[config.mk]
export PLATFORM = sky130hd
export DESIGN_NAME = hm_mult_sequencer
export DESIGN_NICKNAME = d
export VERILOG_FILES = /design/src/rtl/hm_mult_sequencer.sv
export SDC_FILE = /design/constraint.sdc
export NUM_CORES = 1
export LEC_CHECK = 0
export CORE_ASPECT_RATIO = 0.6
export CORE_MARGIN = 2
export CORE_UTILIZATION = 34
export DETAILED_ROUTE_END_ITERATION = 10
export MAX_ROUTING_LAYER = met4
export PLACE_DENSITY = 0.73
export SETUP_SLACK_MARGIN = 0.5
export SLEW_MARGIN = 30
export SYNTH_ARGS = -nofsm -noshare
export SYNTH_HDL_FRONTEND = slang
export SYNTH_SLANG_ARGS = --single-unit
[constraint.sdc]
create_clock -name clk -period 1.01 [get_ports clk]
set_input_delay 0.101 -clock clk [delete_from_list [all_inputs] [get_ports clk]]
set_output_delay 0.101 -clock clk [all_outputs]
set_load 0.01 [all_outputs]
[src/rtl/hm_mult_sequencer.sv]
// Sequencer for the homomorphic polynomial multiply engine: clears the engine,
// loads ciphertext A, accumulates ciphertext B, then drains the product.
module hm_mult_sequencer #(
    parameter int CIPHERTEXT_WIDTH = 10,
    parameter int DIMENSION        = 1
) (
    input  logic                        clk,
    input  logic                        rst_n,
    input  logic                        s_valid,
    output logic                        s_ready,
    input  logic [CIPHERTEXT_WIDTH-1:0] s_data,
    output logic                        mul_rst_n,
    output logic                        mul_en,
    output logic                        mul_select,
    output logic [DIMENSION:0]          mul_row,
    output logic [CIPHERTEXT_WIDTH-1:0] mul_entry,
    input  logic [CIPHERTEXT_WIDTH-1:0] mul_result,
    output logic                        r_valid,
    input  logic                        r_ready,
    output logic [CIPHERTEXT_WIDTH-1:0] r_data,
    output logic [DIMENSION:0]          r_index,
    output logic                        r_last,
    output logic                        busy
);

    localparam int W  = CIPHERTEXT_WIDTH;
    localparam int RW = DIMENSION + 1;
    localparam logic [RW-1:0] LAST_IN  = RW'(DIMENSION);
    localparam logic [RW-1:0] LAST_OUT = RW'(2 * DIMENSION);

    typedef enum logic [2:0] {
        IDLE,
        CLEAR,
        LOAD_A,
        LOAD_B,
        SETTLE,
        DRAIN
    } state_t;

    state_t          state;
    state_t          state_nxt;
    logic [RW-1:0]   cnt;
    logic [RW-1:0]   cnt_nxt;
    logic            accept;
    logic            fire;
    logic            rstn_nxt;
    logic            en_nxt;
    logic            sel_nxt;
    logic [RW-1:0]   row_nxt;
    logic [W-1:0]    entry_nxt;

    always_ff @(posedge clk) begin
        if (!rst_n) begin
            state <= IDLE;
        end else begin
            state <= state_nxt;
        end
    end

    always_comb begin
        state_nxt = state;
        unique case (state)
            IDLE:    if (s_valid) state_nxt = CLEAR;
            CLEAR:   state_nxt = LOAD_A;
            LOAD_A:  if (s_valid && cnt == LAST_IN) state_nxt = LOAD_B;
            LOAD_B:  if (s_valid && cnt == LAST_IN) state_nxt = SETTLE;
            SETTLE:  state_nxt = DRAIN;
            DRAIN:   if (r_ready && r_last) state_nxt = IDLE;
            default: state_nxt = IDLE;
        endcase
    end

    assign s_ready = (state == LOAD_A) || (state == LOAD_B);
    assign r_valid = (state == DRAIN);
    assign busy    = (state != IDLE);
    assign r_data  = mul_result;
    assign r_index = mul_row;
    assign r_last  = r_valid && (mul_row == LAST_OUT);
    assign accept  = s_valid && s_ready;
    assign fire    = r_valid && r_ready;

    // Next values of the registered engine-side signals.
    always_comb begin
        rstn_nxt  = 1'b1;
        en_nxt    = 1'b0;
        sel_nxt   = mul_select;
        row_nxt   = mul_row;
        entry_nxt = mul_entry;
        cnt_nxt   = cnt;
        unique case (state)
            CLEAR: begin
                rstn_nxt = 1'b0;
                cnt_nxt  = '0;
            end
            LOAD_A, LOAD_B: begin
                if (accept) begin
                    en_nxt    = 1'b1;
                    sel_nxt   = (state == LOAD_B);
                    row_nxt   = cnt;
                    entry_nxt = s_data;
                    cnt_nxt   = (cnt == LAST_IN) ? '0 : cnt + 1'b1;
                end
            end
            SETTLE: begin
                row_nxt = '0;
            end
            DRAIN: begin
                if (fire) begin
                    row_nxt = r_last ? '0 : mul_row + 1'b1;
                end
            end
            default: begin
            end
        endcase
    end

    always_ff @(posedge clk) begin
        if (!rst_n) begin
            mul_rst_n  <= 1'b0;
            mul_en     <= 1'b0;
            mul_select <= 1'b0;
            mul_row    <= '0;
            mul_entry  <= '0;
            cnt        <= '0;
        end else begin
            mul_rst_n  <= rstn_nxt;
            mul_en     <= en_nxt;
            mul_select <= sel_nxt;
            mul_row    <= row_nxt;
            mul_entry  <= entry_nxt;
            cnt        <= cnt_nxt;
        end
    end

endmodule

==> results of run 1 <==
-- metrics by stage --
stage / utilization / hold WS, ns / setup TNS, ns / cells / setup WS [ns]
CTS: 0.615 / 0.202 / -4.15 / 205 / -0.313
global route: 0.659 / 0.202 / -6.38 / 214 / -0.373
finish: 0.659 / 0.202 / -5.30 / 214 / -0.319
floorplan: - / 0.241 / -0.133 / 114 / -0.0735
detailed placement: 0.505 / 0.202 / -8.35 / 192 / -0.443
global placement: 0.505 / 0.202 / -7.65 / 192 / -0.429
-- cells by family after synthesis --
kind of cell           after synthesis  share of synthesized area
AO/OA/AOI/OAI                       26                      0.175
buffers and inverters               20                      0.147
flip-flops                          20                      0.402
multiplexers                         1                     0.0101
AND/OR/NAND/NOR                     47                      0.266
-- placed cells by master (no fill, tap or decap), types with 3 or more instances in the layout --
cell type / Yosys / final
a21oi_1: 14 / 3
a21oi_2: 0 / 11
buf_2: 0 / 5
buf_4: 15 / 21
buf_6: 2 / 31
clkbuf_8: 0 / 3
clkdlybuf4s50_1: 0 / 12
dfxtp_1: 20 / 4
dfxtp_2: 0 / 13
dfxtp_4: 0 / 3
nand2_1: 24 / 8
nand2_2: 0 / 14
nand3b_1: 3 / 3
-- area by class of cell --
type,count,area [um^2]
Fill cell,204,966
Multi-Input combinational cell,74,624
Tap cell,42,52.6
Clock buffer,4,66.3
Timing Repair Buffer,72,689
Sequential cell,20,428
Inverter,2,7.51
-- state kept, by name (all words and copies together), names as in the netlist --
signal and cells:
mul_en 1, state 3, mul_select 1, mul_entry 10, cnt 2, mul_row 2
mul_rst_n 1
-- report_power, final --
group          switching, W  internal [W]  total, W
combinational      0.000295      0.000393  0.000688
sequential        0.0000354      0.000835  0.000870
clock              0.000282      0.000430  0.000711
total              0.000612       0.00166   0.00227
-- worst reg2reg max path, delay by kind of cell (launching register included) --
family                 cells  cell delay (ns)
buffers and inverters      4             0.49
and+or+nand+nor            2             0.30
AOI/OAI and AO/OA          1             0.05
DFF                        1             0.34
-- worst max path at each step --
stage,startpoint,to,slack (ns),cells past startpoint
after global placement,state[1],r_last,-0.43,4
after floorplan,state[1],state[0],-0.07,4
final,state[1],r_last,-0.32,4
after CTS,state[1],r_last,-0.31,4
after global routing,state[1],r_last,-0.37,4
after detailed placement,state[1],r_last,-0.44,4
-- metal layers --
| metal | routed length (um) | track usage |
|---|---|---|
| met1 | 1440 | 0.210 |
| met2 | 1700 | 0.314 |
| met3 | 159 | 0.0487 |
| met4 | 11 | 0.0291 |
| met5 | 0 | - |
-- what timing repair did --
item | CTS | global route
endpoints found under the setup margin | 41 | 41
cloned | 2 | 0
pin swaps | 22 | 4
buffers inserted | 7 | 9
gates resized for setup | 152 | 14
==> results.tsv, run 1 <==
metric	value	unit
DP Area	1430	um^2
IO Pins	55	
cell with the most instances after synthesis	nand2_1	
final period utilization	1.32	
Num CTS Buffers	3	
total power	0.00227	W
relative slew slack	0.771	
Mapped Cells	114	
R2R Setup Slk	-0.28	ns
Critical Path RT	0.91	ns
worst slew pin tran	0.343	ns
f_max	752	MHz
dpl hpwl	1.85	mm
Most used DFF post-synth	dfxtp_1	
Final nets	197	
DRT iter0 DRCs	48	
Min-Delay Endpoint	r_data[1]	
vias in the first global route	912	
Unique masters post-synth	37	
Die ar.	3390	um^2
violated checks	negative setup slack	
Worst-Skew Late Latency	0.26	ns
Port Buffer Count	34	
Detailed Route WL	3.31	mm
Rows	15	
cts hold-fix bufs	0	
Overflow after GRT	0	
PD cells	1210	nW/um^2
Worst-path clk slew	0.08	ns
initial antenna violation count	0	
Yosys reg bits	20	
first-pass GRT wire length	4.39	mm
RSZ-0062 raised after global routing	true	
largest cells by area after synthesis	dfxtp_1, buf_4, nand2_1	
Syn Area/Cell	8.74	um^2
R2R cell count	7	
WL/cell	15.4	um
Worst R2R End	mul_entry[7]	
Post-Layout Inst Area	1870	um^2
Final WS setup	-0.319	ns
# DRC	0	
# diodes	0	
FF-to-FF Start	state[1]	
Hold Crit Class	input pin to primary output	
H-tree lvl count	1	
vias per inst	4.86	
startpoint of the lowest-slack hold path	mul_result[1]	
Die X-Extent	73.9	um
max cap viols	0	
Hold Path Depth	0	
Worst path slowest cell	dfxtp_2	
Starting Density	0.351	
Post-synth EDFFs	0	
GR Util All Layers	0.178	
Leak Pwr	0.779	nW
Core ar.	2830	um^2
Post-Syn Area	996	um^2
Vias	1039	
CTS tree	done	
Clock Tree Root	clkbuf_8	
post-route ant nets	0	
clk_skew	0.00203	ns
share of the synthesized area in the top cell type	0.402	
worst vdd ir	550	uV
clock tree sinks	20	
final-report setup violation count	24	
synth-to-layout area growth	87.6	%
CP delay by family, top	simple AND/OR/NAND/NOR gates	
cell taking the most area after synthesis	dfxtp_1	
Die Ht	45.9	um
drt pass-1 iters	4	
total number of yosys warnings	0	
Setup crit start kind	register	
gp weighted congestion	0.848	
asr flop ratio synth	0	
critical path fanouts, max	4	
syn nets	138	
CP Buf/Inv Count	1	
CP peak stage delay	0.34	ns
share of cells above drive strength 1	0.727	
fin. max-slew vios	0	
outcome	finished, violations left	
clk buf depth	2	
WP data arrival	1.23	ns
cells along the critical path	and2b_4 > and2_4 > and3b_1 > buf_2	
crit path kind	register to primary output	
post-synthesis sequential area ratio	0.402	
Commonest cells post-synth	nand2_1, dfxtp_1, buf_4	
crit path time final	1.33	ns
Worst Setup End Kind	primary output	
largest net degree at the start of global routing	14	
Final Hold Viols	0	
Power figures use the tool's default switching activity.
==> inputs of run 2 (changes only) <==
--- a/config.mk
+++ b/config.mk
@@ -7,10 +7,10 @@
 export LEC_CHECK = 0
 export CORE_ASPECT_RATIO = 0.6
 export CORE_MARGIN = 2
-export CORE_UTILIZATION = 34
+export CORE_UTILIZATION = 38
 export DETAILED_ROUTE_END_ITERATION = 10
 export MAX_ROUTING_LAYER = met4
-export PLACE_DENSITY = 0.73
+export PLACE_DENSITY = 0.77
 export SETUP_SLACK_MARGIN = 0.5
 export SLEW_MARGIN = 30
 export SYNTH_ARGS = -nofsm -noshare
==> constraint.sdc (replaced) <==
create_clock -name clk -period 1.3 [get_ports clk]
set_input_delay 0.13 -clock clk [delete_from_list [all_inputs] [get_ports clk]]
set_output_delay 0.13 -clock clk [all_outputs]
set_load 0.01 [all_outputs]
==> results.tsv, run 2 (same netlist as run 1, synthesis figures left out) <==
metric	value	unit	change
setup TNS	-0.565	ns	+4.74 ns
placed insts	176		-8.3%
WL/cell	16.2	um	+5.2%
crit path kind	register to register		
gp weighted congestion	0.847		-0.13%
CTS tree	done		
Clock Tree Root	clkbuf_8		
critical path fanouts, max	6		+2
CP peak stage delay	0.34	ns	about the same
first-pass GRT wire length	4.83	mm	+10%
f_max	735	MHz	
Largest regs	mul_entry x10, state x3		
Core ar.	2500	um^2	-12%
outcome	finished, violations left		
clock tree sinks	20		unchanged
Internal	0.00114	W	-31%
IO Pins	55		unchanged
PD cells	863	nW/um^2	-29%
Hold Crit Class	input pin to primary output		
Die ar.	3060	um^2	-9.8%
synth-to-layout area growth	83.4	%	
DP Area	1370	um^2	-4.0%
post-route ant nets	0		unchanged
Final Hold Viols	0		unchanged
Overflow after GRT	0		unchanged
# diodes	0		unchanged
Num CTS Buffers	3		unchanged
WP data arrival	1.50	ns	+0.27 ns
Hold Slack	0.260	ns	+0.0580 ns
Die Ht	43.7	um	-4.9%
Critical Path RT	1.44	ns	+0.53 ns
Vias	1060		+2.0%
initial antenna violation count	0		unchanged
max cap viols	0		unchanged
Final nets	198		+0.51%
cells along the critical path	buf_6 > buf_12 > nand3b_1 > buf_6 > nand2_4 > a21oi_2		
final-report setup violation count	15		-38%
most frequent cells in the layout	buf_6, buf_4, dfxtp_2		
Starting Density	0.398		+0.0462
Die X-Extent	70.1	um	-5.1%
max FFs per register	10		unchanged
clk_skew	0.00450	ns	+0.00247 ns
drt pass-1 iters	4		unchanged
Worst-path clk slew	0.07	ns	about the same
Worst path most repeated cell	buf_6		
Worst Setup End Kind	register		
violated checks	negative setup slack		
worst vdd ir	657	uV	+19%
Flop pwr share	0.432		+0.049
dpl hpwl	1.83	mm	-1.1%
Rows	14		-1
Port Buffer Count	34		unchanged
crit path time final	1.36	ns	
final period utilization	1.05		
cts hold-fix bufs	0		unchanged
GR Util All Layers	0.214		+0.0356
relative slew slack	0.799		+0.0277
worst slew pin tran	0.300	ns	-0.0436 ns
# DRC	0		unchanged
Psw	0.000435	W	-29%
Top reg by flops	mul_entry		
vias in the first global route	985		+8.0%
Worst-Skew Late Latency	0.25	ns	about the same
fin. max-slew vios	0		unchanged
Leak Pwr	0.752	nW	-3.5%
clk buf depth	2		unchanged
share of cells above drive strength 1	0.698		-0.0291
largest net degree at the start of global routing	14		unchanged
vias per inst	5.20		+7.0%
Place WS	-0.183	ns	+0.259 ns
H-tree lvl count	1		unchanged
Worst path slowest cell	dfxtp_2		
Final WS setup	-0.0613	ns	+0.258 ns
Setup crit start kind	register		
Comb power frac	0.316		+0.013
Post-Layout Inst Area	1830	um^2	-2.2%
RSZ-0062 raised after global routing	true		
DRT iter0 DRCs	26		-46%
Finished Layout Cells	204		-4.7%
Clk pwr share	0.252		-0.061
Detailed Route WL	3.31	mm	+0.24%
Sw Ratio	0.276		+0.00609
[run 2: metal layers]
| metal | track usage | vias up | wire length, um |
|---|---|---|---|
| met5 | - | - | 0 |
| met1 | 0.268 | 506 | 1410 |
| met2 | 0.352 | 43 | 1640 |
| met3 | 0.0558 | 6 | 197 |
| li1 | - | 505 | - |
| met4 | 0.0500 | 0 | 64 |
[run 2: critical path: cells and delay by family, from the launching register on]
family,cells,cell delay (ns)
buffers and inverters,3,0.49
and+or+nand+nor,2,0.35
DFF,1,0.34
AOI/OAI and AO/OA,1,0.05
[run 2: power by group through the flow]
stage	clock, W	combinational, W	sequential, W
floorplan	0	0.000202	0.000695
global placement	0	0.000341	0.000683
detailed placement	0	0.000348	0.000686
CTS	0.000408	0.000445	0.000678
global route	0.000433	0.000528	0.000685
finish	0.000397	0.000498	0.000680
[run 2: cell type report]
type | instances | area [um^2]
tap | 32 | 40.0
multi-input combinational | 75 | 617
fill | 169 | 678
clock buffer | 3 | 41.3
sequential | 20 | 423
inverter | 2 | 10.0
timing repair buffer | 72 | 696
[run 2: timing repair]
item	4_1_cts	5_1_grt
pin swaps	21	9
gates resized for setup	152	13
buffers inserted	16	6
cloned	3	0
endpoints found under the setup margin	41	41
[run 2: worst paths after layout]
check                                   start           end  slack, ns  cells past startpoint
worst max-delay path                 state[2]  mul_entry[7]      -0.06                      6
worst min-delay path            mul_result[6]     r_data[6]       0.26                      0
worst max register to register       state[2]  mul_entry[7]      -0.06                      6
worst min register to register   mul_entry[3]  mul_entry[3]       0.47                      2
[run 2: per-stage QoR]
stage / total power [W] / util
2_1_floorplan: 0.000897 / -
3_3_place_gp: 0.00102 / 0.548
3_5_place_dp: 0.00103 / 0.548
4_1_cts: 0.00153 / 0.685
5_1_grt: 0.00165 / 0.729
6_report: 0.00158 / 0.729
==> inputs of run 3 (changes only) <==
--- a/config.mk
+++ b/config.mk
@@ -9,6 +9,7 @@
 export CORE_MARGIN = 2
 export CORE_UTILIZATION = 38
 export DETAILED_ROUTE_END_ITERATION = 10
+export HOLD_SLACK_MARGIN = 0.15
 export MAX_ROUTING_LAYER = met4
 export PLACE_DENSITY = 0.77
 export SETUP_SLACK_MARGIN = 0.5
==> results of run 3 <==
No change in the layout: final DEF, timing and power equal those of run 2.
